[src/rtl/unbalanced_ram_reader_if.sv]
`default_nettype none
// ============================================================================
// Module   : unbalanced_ram_reader_if
// Purpose  : Bundles the narrow-side RAM read port (addrb/enb/regceb/doutb)
//            and the outgoing valid/ready word stream of the RAM reader.
// Modports : master - the reader: drives ram_addr/ram_en/ram_regce and the
//                     stream (dout/dout_valid/dout_last); takes ram_dout and
//                     dout_ready.
//            slave  - the environment (RAM + stream consumer), mirror image.
// Revision : 1.0 - initial release
// ============================================================================
interface unbalanced_ram_reader_if #(
  parameter int DATA_WIDTH = 32,
  parameter int ADDR_WIDTH = 8
);
  logic [ADDR_WIDTH-1:0] ram_addr;
  logic                  ram_en;
  logic                  ram_regce;
  logic [DATA_WIDTH-1:0] ram_dout;
  logic [DATA_WIDTH-1:0] dout;
  logic                  dout_valid;
  logic                  dout_ready;
  logic                  dout_last;

  modport master (
    output ram_addr, ram_en, ram_regce, dout, dout_valid, dout_last,
    input  ram_dout, dout_ready
  );

  modport slave (
    input  ram_addr, ram_en, ram_regce, dout, dout_valid, dout_last,
    output ram_dout, dout_ready
  );
endinterface
`default_nettype wire

[src/rtl/unbalanced_ram_reader.sv]
`default_nettype none
// ============================================================================
// Module   : unbalanced_ram_reader
// Purpose  : Read sequencer for the narrow (port B) side of an unbalanced
//            dual-port RAM. A start pulse sweeps length words from base_addr
//            (address wraps modulo 2^ADDR_WIDTH), hides the 1- or 2-cycle RAM
//            read latency with a credit-checked output buffer and presents
//            the words as a valid/ready stream with a last flag.
// Ports    : clk, rst_n         - clock, asynchronous active-low reset
//            start              - request, sampled only while idle
//            base_addr, length  - block descriptor, captured on start
//            busy, done         - block in progress / one-cycle completion
//            bus (master)       - RAM read port + output word stream
//            loop_mode, stop    - only with UNBAL_READER_LOOP_EN defined:
//                                 repeat the block until stop, then finish
// Options  : `define UNBAL_READER_LOOP_EN to enable looping playback.
// Params   : RAM_LATENCY must be 1 or 2; BUF_DEPTH a power of two that is at
//            least RAM_LATENCY+2.
// Revision : 1.0 - initial release
// ============================================================================
module unbalanced_ram_reader #(
  parameter int DATA_WIDTH  = 32,
  parameter int ADDR_WIDTH  = 8,
  parameter int RAM_LATENCY = 1,
  parameter int BUF_DEPTH   = 4
) (
  input  wire logic                  clk,
  input  wire logic                  rst_n,
  input  wire logic                  start,
  input  wire logic [ADDR_WIDTH-1:0] base_addr,
  input  wire logic [ADDR_WIDTH:0]   length,
`ifdef UNBAL_READER_LOOP_EN
  input  wire logic                  loop_mode,
  input  wire logic                  stop,
`endif
  output logic                       busy,
  output logic                       done,
  unbalanced_ram_reader_if.master    bus
);

  localparam int PW = $clog2(BUF_DEPTH);
  localparam int CW = PW + 1;
  localparam logic [ADDR_WIDTH:0] LEN_ONE = 1;

  typedef enum logic [1:0] {
    S_IDLE  = 2'd0,
    S_ISSUE = 2'd1,
    S_DRAIN = 2'd2,
    S_DONE  = 2'd3
  } state_t;

  state_t state, state_nx;

  logic [ADDR_WIDTH-1:0]  base_q;
  logic [ADDR_WIDTH:0]    len_q;
  logic [ADDR_WIDTH:0]    issued;

  // One bit per read in flight; a bit leaving the top coincides with valid
  // data on ram_dout. pipe_last carries the block-final flag alongside.
  logic [RAM_LATENCY-1:0] pipe_v;
  logic [RAM_LATENCY-1:0] pipe_last;

  logic [DATA_WIDTH-1:0]  buf_data [BUF_DEPTH];
  logic [BUF_DEPTH-1:0]   buf_last;
  logic [PW-1:0]          wr_ptr, rd_ptr;
  logic [CW-1:0]          count, inflight;

  logic accept, issue, is_last_idx, credit_ok, push, pop;
  logic loop_active, stop_req;

`ifdef UNBAL_READER_LOOP_EN
  logic loop_q;

  always_ff @(posedge clk or negedge rst_n) begin
    if (!rst_n)      loop_q <= 1'b0;
    else if (accept) loop_q <= loop_mode;
  end

  assign loop_active = loop_q;
  assign stop_req    = stop;
`else
  assign loop_active = 1'b0;
  assign stop_req    = 1'b0;
`endif

  always_comb begin
    inflight = '0;
    for (int i = 0; i < RAM_LATENCY; i++) inflight = inflight + CW'(pipe_v[i]);
  end

  // Credit uses the registered count only: a pop in this same cycle is not
  // counted, which keeps the check off the dout_ready path.
  assign credit_ok   = ({1'b0, count} + {1'b0, inflight}) < (CW+1)'(BUF_DEPTH);
  assign is_last_idx = (issued == (len_q - LEN_ONE));
  assign accept      = (state == S_IDLE) && start;
  assign push        = pipe_v[RAM_LATENCY-1];
  assign pop         = bus.dout_valid && bus.dout_ready;

  always_ff @(posedge clk or negedge rst_n) begin
    if (!rst_n) state <= S_IDLE;
    else        state <= state_nx;
  end

  always_comb begin
    state_nx = state;
    issue    = 1'b0;
    case (state)
      S_IDLE: begin
        if (start) state_nx = (length != '0) ? S_ISSUE : S_DONE;
      end
      S_ISSUE: begin
        if (credit_ok) begin
          issue = 1'b1;
          // At a block boundary keep looping unless stop is requested.
          if (is_last_idx && !(loop_active && !stop_req)) state_nx = S_DRAIN;
        end
      end
      S_DRAIN: begin
        // Finish as soon as the final word leaves, so done lands in the
        // cycle right after that transfer.
        if (inflight == '0 && (count == '0 || (count == CW'(1) && pop)))
          state_nx = S_DONE;
      end
      S_DONE:  state_nx = S_IDLE;
      default: state_nx = S_IDLE;
    endcase
  end

  assign busy = (state != S_IDLE);
  assign done = (state == S_DONE);

  // Block descriptor and issue index.
  always_ff @(posedge clk or negedge rst_n) begin
    if (!rst_n) begin
      base_q <= '0;
      len_q  <= '0;
      issued <= '0;
    end else if (accept && length != '0) begin
      base_q <= base_addr;
      len_q  <= length;
      issued <= '0;
    end else if (issue) begin
      issued <= is_last_idx ? '0 : issued + LEN_ONE;
    end
  end

  assign bus.ram_addr = base_q + issued[ADDR_WIDTH-1:0];
  assign bus.ram_en   = issue;

  // Read-latency tracker.
  always_ff @(posedge clk or negedge rst_n) begin
    if (!rst_n) begin
      pipe_v    <= '0;
      pipe_last <= '0;
    end else begin
      for (int i = RAM_LATENCY-1; i > 0; i--) begin
        pipe_v[i]    <= pipe_v[i-1];
        pipe_last[i] <= pipe_last[i-1];
      end
      pipe_v[0]    <= issue;
      pipe_last[0] <= issue && is_last_idx;
    end
  end

  // Output register stage of the RAM is enabled one cycle after the read.
  generate
    if (RAM_LATENCY == 2) begin : g_regce_pipe
      assign bus.ram_regce = pipe_v[0];
    end else begin : g_regce_tied
      assign bus.ram_regce = 1'b1;
    end
  endgenerate

  // Output buffer (circular FIFO).
  always_ff @(posedge clk or negedge rst_n) begin
    if (!rst_n) begin
      for (int i = 0; i < BUF_DEPTH; i++) buf_data[i] <= '0;
      buf_last <= '0;
      wr_ptr   <= '0;
      rd_ptr   <= '0;
      count    <= '0;
    end else begin
      if (push) begin
        buf_data[wr_ptr] <= bus.ram_dout;
        buf_last[wr_ptr] <= pipe_last[RAM_LATENCY-1];
        wr_ptr           <= wr_ptr + PW'(1);
      end
      if (pop) rd_ptr <= rd_ptr + PW'(1);
      case ({push, pop})
        2'b10:   count <= count + CW'(1);
        2'b01:   count <= count - CW'(1);
        default: count <= count;
      endcase
    end
  end

  assign bus.dout_valid = (count != '0);
  assign bus.dout       = buf_data[rd_ptr];
  assign bus.dout_last  = bus.dout_valid && buf_last[rd_ptr];

endmodule
`default_nettype wire

[src/flat_wrapper.sv]
// flat-port wrapper written by rule: the top's interface ports become plain ports
module unbalanced_ram_reader_flat 
#(
  parameter int DATA_WIDTH  = 32,
  parameter int ADDR_WIDTH  = 8,
  parameter int RAM_LATENCY = 1,
  parameter int BUF_DEPTH   = 4
)
  (clk, rst_n, start, base_addr, length, busy, done, bus_ram_addr, bus_ram_en, bus_ram_regce, bus_dout, bus_dout_valid, bus_dout_last, bus_ram_dout, bus_dout_ready);
  unbalanced_ram_reader_if #(.DATA_WIDTH(DATA_WIDTH), .ADDR_WIDTH(ADDR_WIDTH)) bus_i ();
  input  wire logic clk;
  input  wire logic rst_n;
  input  wire logic start;
  input  wire logic [ADDR_WIDTH-1:0] base_addr;
  input  wire logic [ADDR_WIDTH:0] length;
  output logic busy;
  output logic done;
  output wire logic [$bits(bus_i.ram_addr)-1:0] bus_ram_addr;
  output wire logic [$bits(bus_i.ram_en)-1:0] bus_ram_en;
  output wire logic [$bits(bus_i.ram_regce)-1:0] bus_ram_regce;
  output wire logic [$bits(bus_i.dout)-1:0] bus_dout;
  output wire logic [$bits(bus_i.dout_valid)-1:0] bus_dout_valid;
  output wire logic [$bits(bus_i.dout_last)-1:0] bus_dout_last;
  input wire logic [$bits(bus_i.ram_dout)-1:0] bus_ram_dout;
  input wire logic [$bits(bus_i.dout_ready)-1:0] bus_dout_ready;
  assign bus_ram_addr = bus_i.ram_addr;
  assign bus_ram_en = bus_i.ram_en;
  assign bus_ram_regce = bus_i.ram_regce;
  assign bus_dout = bus_i.dout;
  assign bus_dout_valid = bus_i.dout_valid;
  assign bus_dout_last = bus_i.dout_last;
  assign bus_i.ram_dout = bus_ram_dout;
  assign bus_i.dout_ready = bus_dout_ready;
  unbalanced_ram_reader #(.DATA_WIDTH(DATA_WIDTH), .ADDR_WIDTH(ADDR_WIDTH), .RAM_LATENCY(RAM_LATENCY), .BUF_DEPTH(BUF_DEPTH)) u_core (.clk(clk), .rst_n(rst_n), .start(start), .base_addr(base_addr), .length(length), .busy(busy), .done(done), .bus(bus_i));
endmodule
[config.mk]
export PLATFORM = sky130hd
export DESIGN_NAME = unbalanced_ram_reader_flat
export DESIGN_NICKNAME = d
export VERILOG_FILES = /design/src/rtl/unbalanced_ram_reader_if.sv /design/src/rtl/unbalanced_ram_reader.sv /design/src/flat_wrapper.sv
export SDC_FILE = /design/constraint.sdc
export NUM_CORES = 1
export LEC_CHECK = 0
export ABC_CLOCK_PERIOD_IN_PS = 2320
export CAP_MARGIN = 10
export CORE_MARGIN = 2
export CORE_UTILIZATION = 45
export DETAILED_ROUTE_END_ITERATION = 12
export PLACE_DENSITY_LB_ADDON = 0.12
export SYNTH_ARGS = -nofsm -noshare
export SYNTH_HDL_FRONTEND = slang
export SYNTH_SLANG_ARGS = --single-unit
export TNS_END_PERCENT = 100
[constraint.sdc]
create_clock -name clk -period 2.32 [get_ports clk]
set_input_delay 0.464 -clock clk [delete_from_list [all_inputs] [get_ports clk]]
set_output_delay 0.464 -clock clk [all_outputs]
set_load 0.01 [all_outputs]
* Word-level counts from Yosys, hierarchy flattened *
Index checks and enable logic that the tools add are counted.

word-level totals
  register bits after elaboration = 169
  word-level logic and storage cells = 84

operators by class
  add/sub/neg operators = 8
  order comparisons = 7
  equal/unequal tests = 11
  mux-type cells = 23
  bitwise logic cells = 2
  reductions and logical operators = 19

operators with widths
  cell                   number
  $bwmux W128            1
  $mux W32               3
  $bmux W32 S2           1
  $demux W32 S2          1
  $mux W9                3
  $mux W2                5
  $add A9 B1 Y9 const B  1
  $eq A9 B9 Y1           1
  $logic_and A1 B1 Y1    9
  $reduce_bool A9 Y1     1
  $sub A9 B1 Y9 const B  1
  $add A8 B8 Y8          1
  $pmux W2 S4            1
  $eq A2 B2 Y1 const B   3
  $ge A3 B3 Y1 const B   2
  $logic_not A3 Y1       2
  $lt A2 B3 Y1 const B   2
  $ne A2 B1 Y1 const B   3
  $not A2 Y3             2
  $pmux W3 S2            1
  $reduce_bool A2 Y1     3
  $add A2 B1 Y2 const B  2
  $add A3 B1 Y4          1
  $bwmux W4              1
  other kinds (15)       19

* Longest topological paths before layout *
  word-level depth = 7
  gate-level depth with buffers = 9
  gate-level depth less buffers = 9

* Worst setup path before layout *
No wires, ideal clock.

  kind = register -> output
  start point = reg u_core.issued[1]
  end point = out bus_ram_addr[7]
  arrival = 1815 ps
  required time = 1856 ps
  setup slack = 41 ps
  stages on the path, launching flop included = 8
  path buffers = 0
  cell sequence = dfrtp_1 -> ha_1 -> a21o_1 -> a21oi_1 -> nor2b_1 -> o21a_1 -> o41ai_1 -> xnor2_1

between the ends
  cells in the longest elaborated chain, start to end = 1

ends and longest elaborated chain
  item                    line                          text
  from (decl)             unbalanced_ram_reader.sv:56   logic [ADDR_WIDTH:0] issued;
  from (signal assigned)  unbalanced_ram_reader.sv:143  issued <= is_last_idx ? '0 : issued + LEN_ONE;
  $add A8 B8 Y8           unbalanced_ram_reader.sv:147  assign bus.ram_addr = base_q + issued[ADDR_WIDTH-1:0];
  to (decl)               flat_wrapper.sv:18            output wire logic [$bits(bus_i.ram_addr)-1:0] bus_ram_addr;

Every way passes these cells.

* Final worst setup path *
  start point = reg u_core.base_q[1]
  end point = out bus_ram_addr[7]

between the ends
  cells in the longest elaborated chain, start to end = 1

ends and longest elaborated chain
  item                    line                          text
  from (decl)             unbalanced_ram_reader.sv:54   logic [ADDR_WIDTH-1:0] base_q;
  from (signal assigned)  unbalanced_ram_reader.sv:139  base_q <= base_addr;
  $add A8 B8 Y8           unbalanced_ram_reader.sv:147

Every way passes these cells.

==> impl_metrics.csv <==
group,metric,value,unit
worst_setup_path,crit_path_start_kind,"register",
timing,max_freq,372,MHz
placement,pre_cts_ws,-0.476,ns
worst_setup_path,path_cells,"ha_1 -> a21o_1 -> a21oi_2 -> nor2b_1 -> o21a_1 -> o41ai_2 -> xnor2_1 -> buf_2",
worst_setup_path,cp_slowest_cell,"dfrtp_1",
run_status,violations,"setup timing",
worst_setup_path,worstSetupEndpointType,"output port",
detailed_routing,drtPass1Iterations,4,
cts,ctsHtreeMaxLevel,4,
cts,insertion_delay,0.43,ns
final_layout,final_nets,778,
global_route,track_usage,19.2,%
global_route,grt-ovfl-total,0,
placement,dp.final_hpwl,11.3,mm
detailed_routing,drc_errors,0,
logic_synthesis,yosys_warnings,0,
logic_synthesis,synth_seq_area_share,52.9,%
cts,cts_root_buf,"clkbuf_16",
floorplan,placement_rows,48,
logic_synthesis,synth-seq-cells,169,
detailed_routing,drt_iter0_drc,198,
timing,final_max_slew_viol_count,0,
placement,place_area,0.00947,mm²
power_and_ir_drop,p_per_area,1490,mW/mm²
power_and_ir_drop,leakagePower,4.46,nW
logic_synthesis,synth_ff_type,"dfrtp_1",
final_layout,fill_cells,1363,
run_status,outcome,"complete, but fails checks",
timing,hold_viol,0,
cts,tritoncts,"built",
global_route,grt_pass1_vias,5294,
floorplan,io_pins,99,
global_route,grt_pass1_wl,27.5,mm
logic_synthesis,syn_area,0.00800,mm²
worst_setup_path,cp_max_fo,2,
worst_setup_path,crit_type,"register to output port",
power_and_ir_drop,peakVddDrop,0.000709,V
min_path,min-delay-path-class,"register to register",
timing,holdWs,0.500,ns
cts,cts.sinks,169,
global_route,antenna_found_initial,0,
timing,setup_viol,15,
detailed_routing,vias_per_cell,5.31,
final_layout,multiInputGateArea,0.00367,mm²
worst_setup_path,regToRegSetupSlack,0.24,ns
logic_synthesis,avgSynthCellArea,14.3,µm²
timing,rsz0062_at_grt,"yes",
floorplan,initial_core_util,46.1,%
detailed_routing,num_vias,4989,
final_layout,drive_above_1_share,45.9,%
floorplan,core,0.0174,mm²
detailed_routing,wl,17.0,mm
placement,gp_congestion,0.777,
timing,period_share,116,%
floorplan,die_w,137,µm
worst_setup_path,arrival,2.23,ns
cts,cts_buffer_depth,2,
worst_setup_path,required,1.86,ns
final_layout,finalInstanceArea,0.0103,mm²
placement,io_buffers,97,
logic_synthesis,synth_cell_types,41,
floorplan,dieArea,0.0189,mm²
final_layout,syn_to_final_growth,28.8,%
final_layout,n_antenna_cell,0,
run,maxCapViolations,0,
min_path,min_path_cells,1,
logic_synthesis,synth-edff-count,0,
logic_synthesis,syn-num-nets,636,
timing,fin_worst_skew,0.0159,ns
floorplan,die_y,137,µm
logic_synthesis,ys_async_sr_fraction,100,%
final_layout,seq_area,0.00424,mm²
global_route,grt_max_degree,68,
worst_setup_path,crit_path_max_incr_delay,0.38,ns
worst_setup_path,reg2reg_depth,7,
detailed_routing,wl_per_cell,18.1,µm
logic_synthesis,syn_inst,559,
cts,cts_buffers,17,
timing,setup_slack,-0.372,ns
cts,clk_pin_slew_worst_paths,0.07,ns
detailed_routing,postRouteAntennaNets,0,
timing,min_period,2.69,ns
==> final cells by class <==
| class | instances | area share [%] |
|---|---|---|
| clock buffers | 17 | 4.13 |
| clock inverters | 15 | 2.11 |
| inverters | 16 | 0.583 |
| multi-input cells | 348 | 35.7 |
| flip-flops and latches | 169 | 41.1 |
| well taps | 225 | 2.73 |
| repair buffers | 149 | 13.7 |
==> layout by cell type (no fill, tap or decap), types with 18 or more instances in the layout <==
cell type	count
ha_1	21
clkdlybuf4s50_1	53
buf_2	18
nor2_1	21
buf_6	21
buf_4	33
mux2_2	146
mux4_2	33
xnor2_1	20
dfrtp_1	164
==> logic make-up (layout without fill, tap and decap cells) <==
family / after synthesis / after routing / synth area share (%)
AO/OA/AOI/OAI: 36 / 36 / 2.89
XOR/XNOR: 31 / 31 / 3.39
adder cells (fa/ha/maj): 24 / 24 / 3.85
buffers and inverters: 42 / 197 / 2.11
flip-flops: 169 / 169 / 52.9
multiplexers: 180 / 180 / 30.0
other: 1 / 1 / 0.0469
AND/OR/NAND/NOR: 76 / 76 / 4.89
==> final timing paths <==
kind / from / endpoint
max reg2reg: u_core.len_q[0] / u_core.state[1]
min reg2reg: u_core.buf_data[36] / u_core.buf_data[36]
min in group asynchronous: rst_n / u_core.buf_data[101]
max in group asynchronous: rst_n / u_core.len_q[0]
max: u_core.base_q[1] / bus_ram_addr[7]
min: u_core.buf_data[36] / u_core.buf_data[36]
==> metal layers <==
layer / global-route usage (%) / vias to the layer above / wire length [µm]
met5: 0 / - / 0
met4: 4.98 / 0 / 154
met3: 4.75 / 11 / 683
met2: 32.2 / 96 / 8500
met1: 25.2 / 2573 / 7680
li1: - / 2309 / -
==> power breakdown <==
group / total (mW) / switching (mW) / internal (mW) / leakage (nW)
Sequential: 5.24 / 0.852 / 4.39 / 2.00
Clock: 3.05 / 1.22 / 1.83 / 0.308
Combinational: 7.10 / 2.91 / 4.19 / 2.15
Total: 15.4 / 4.98 / 10.4 / 4.46
==> sequential cells by signal, indices dropped and copies added (netlist names) <==
name / cells
u_core.len_q: 9
u_core.issued: 9
u_core.base_q: 8
u_core.pipe_last: 1
u_core.buf_last: 4
u_core.count: 3
u_core.buf_data: 128
u_core.rd_ptr: 2
u_core.state: 2
u_core.pipe_v: 1
u_core.wr_ptr: 2
==> worst max-delay path, delay by kind of cell (launching register included) <==
kind	cells	cell delay (ns)
xor gates and xnor gates	1	0.15
buffers and inverters	1	0.15
AOI/OAI and AO/OA	4	0.77
adders and majority gates	1	0.29
and+or+nand+nor	1	0.07
DFF	1	0.38
==> stage by stage <==
stage	instances	TNS (ns)	power, mW	util, %
floorplan	559	0	9.32	-
global placement	887	-1.18	12.0	54.6
detailed placement	887	-1.30	12.3	54.6
CTS	935	-1.94	15.4	59.1
global route	939	-2.85	16.4	59.4
finish	939	-1.71	15.4	59.4
==> repair_timing <==
item	in CTS	in global routing
setup endpoints to repair	42	32
pin swaps	8	5
endpoints found under the hold margin	45	0
setup buffers	13	6
gates resized for setup	176	24
hold buffers	1	0
cloned	2	0
==> synth_stat cells (2+ instances only) <==
| library cell | instances | area (µm²) |
|---|---|---|
| a31oi_1 | 7 | 43.8 |
| clkbuf_1 | 7 | 26.3 |
| nand3_1 | 7 | 35.0 |
| inv_1 | 16 | 60.1 |
| xnor2_1 | 21 | 184 |
| and2_1 | 2 | 12.5 |
| nand2b_1 | 4 | 25.0 |
| nand4_1 | 3 | 18.8 |
| o21ai_0 | 13 | 65.1 |
| ha_1 | 23 | 288 |
| a21oi_1 | 6 | 30.0 |
| xor2_1 | 10 | 87.6 |
| nor2_1 | 21 | 78.8 |
| nand2_1 | 16 | 60.1 |
| nor3_1 | 7 | 35.0 |
| nor2b_1 | 4 | 25.0 |
| buf_1 | 12 | 45.0 |
| and3_1 | 5 | 31.3 |
| mux2_2 | 146 | 1640 |
| buf_2 | 6 | 30.0 |
| mux4_2 | 33 | 743 |
| o21a_1 | 2 | 15.0 |
| dfrtp_1 | 169 | 4230 |
| a21o_1 | 2 | 15.0 |
Note: power is estimated with default switching activity, not from simulation.
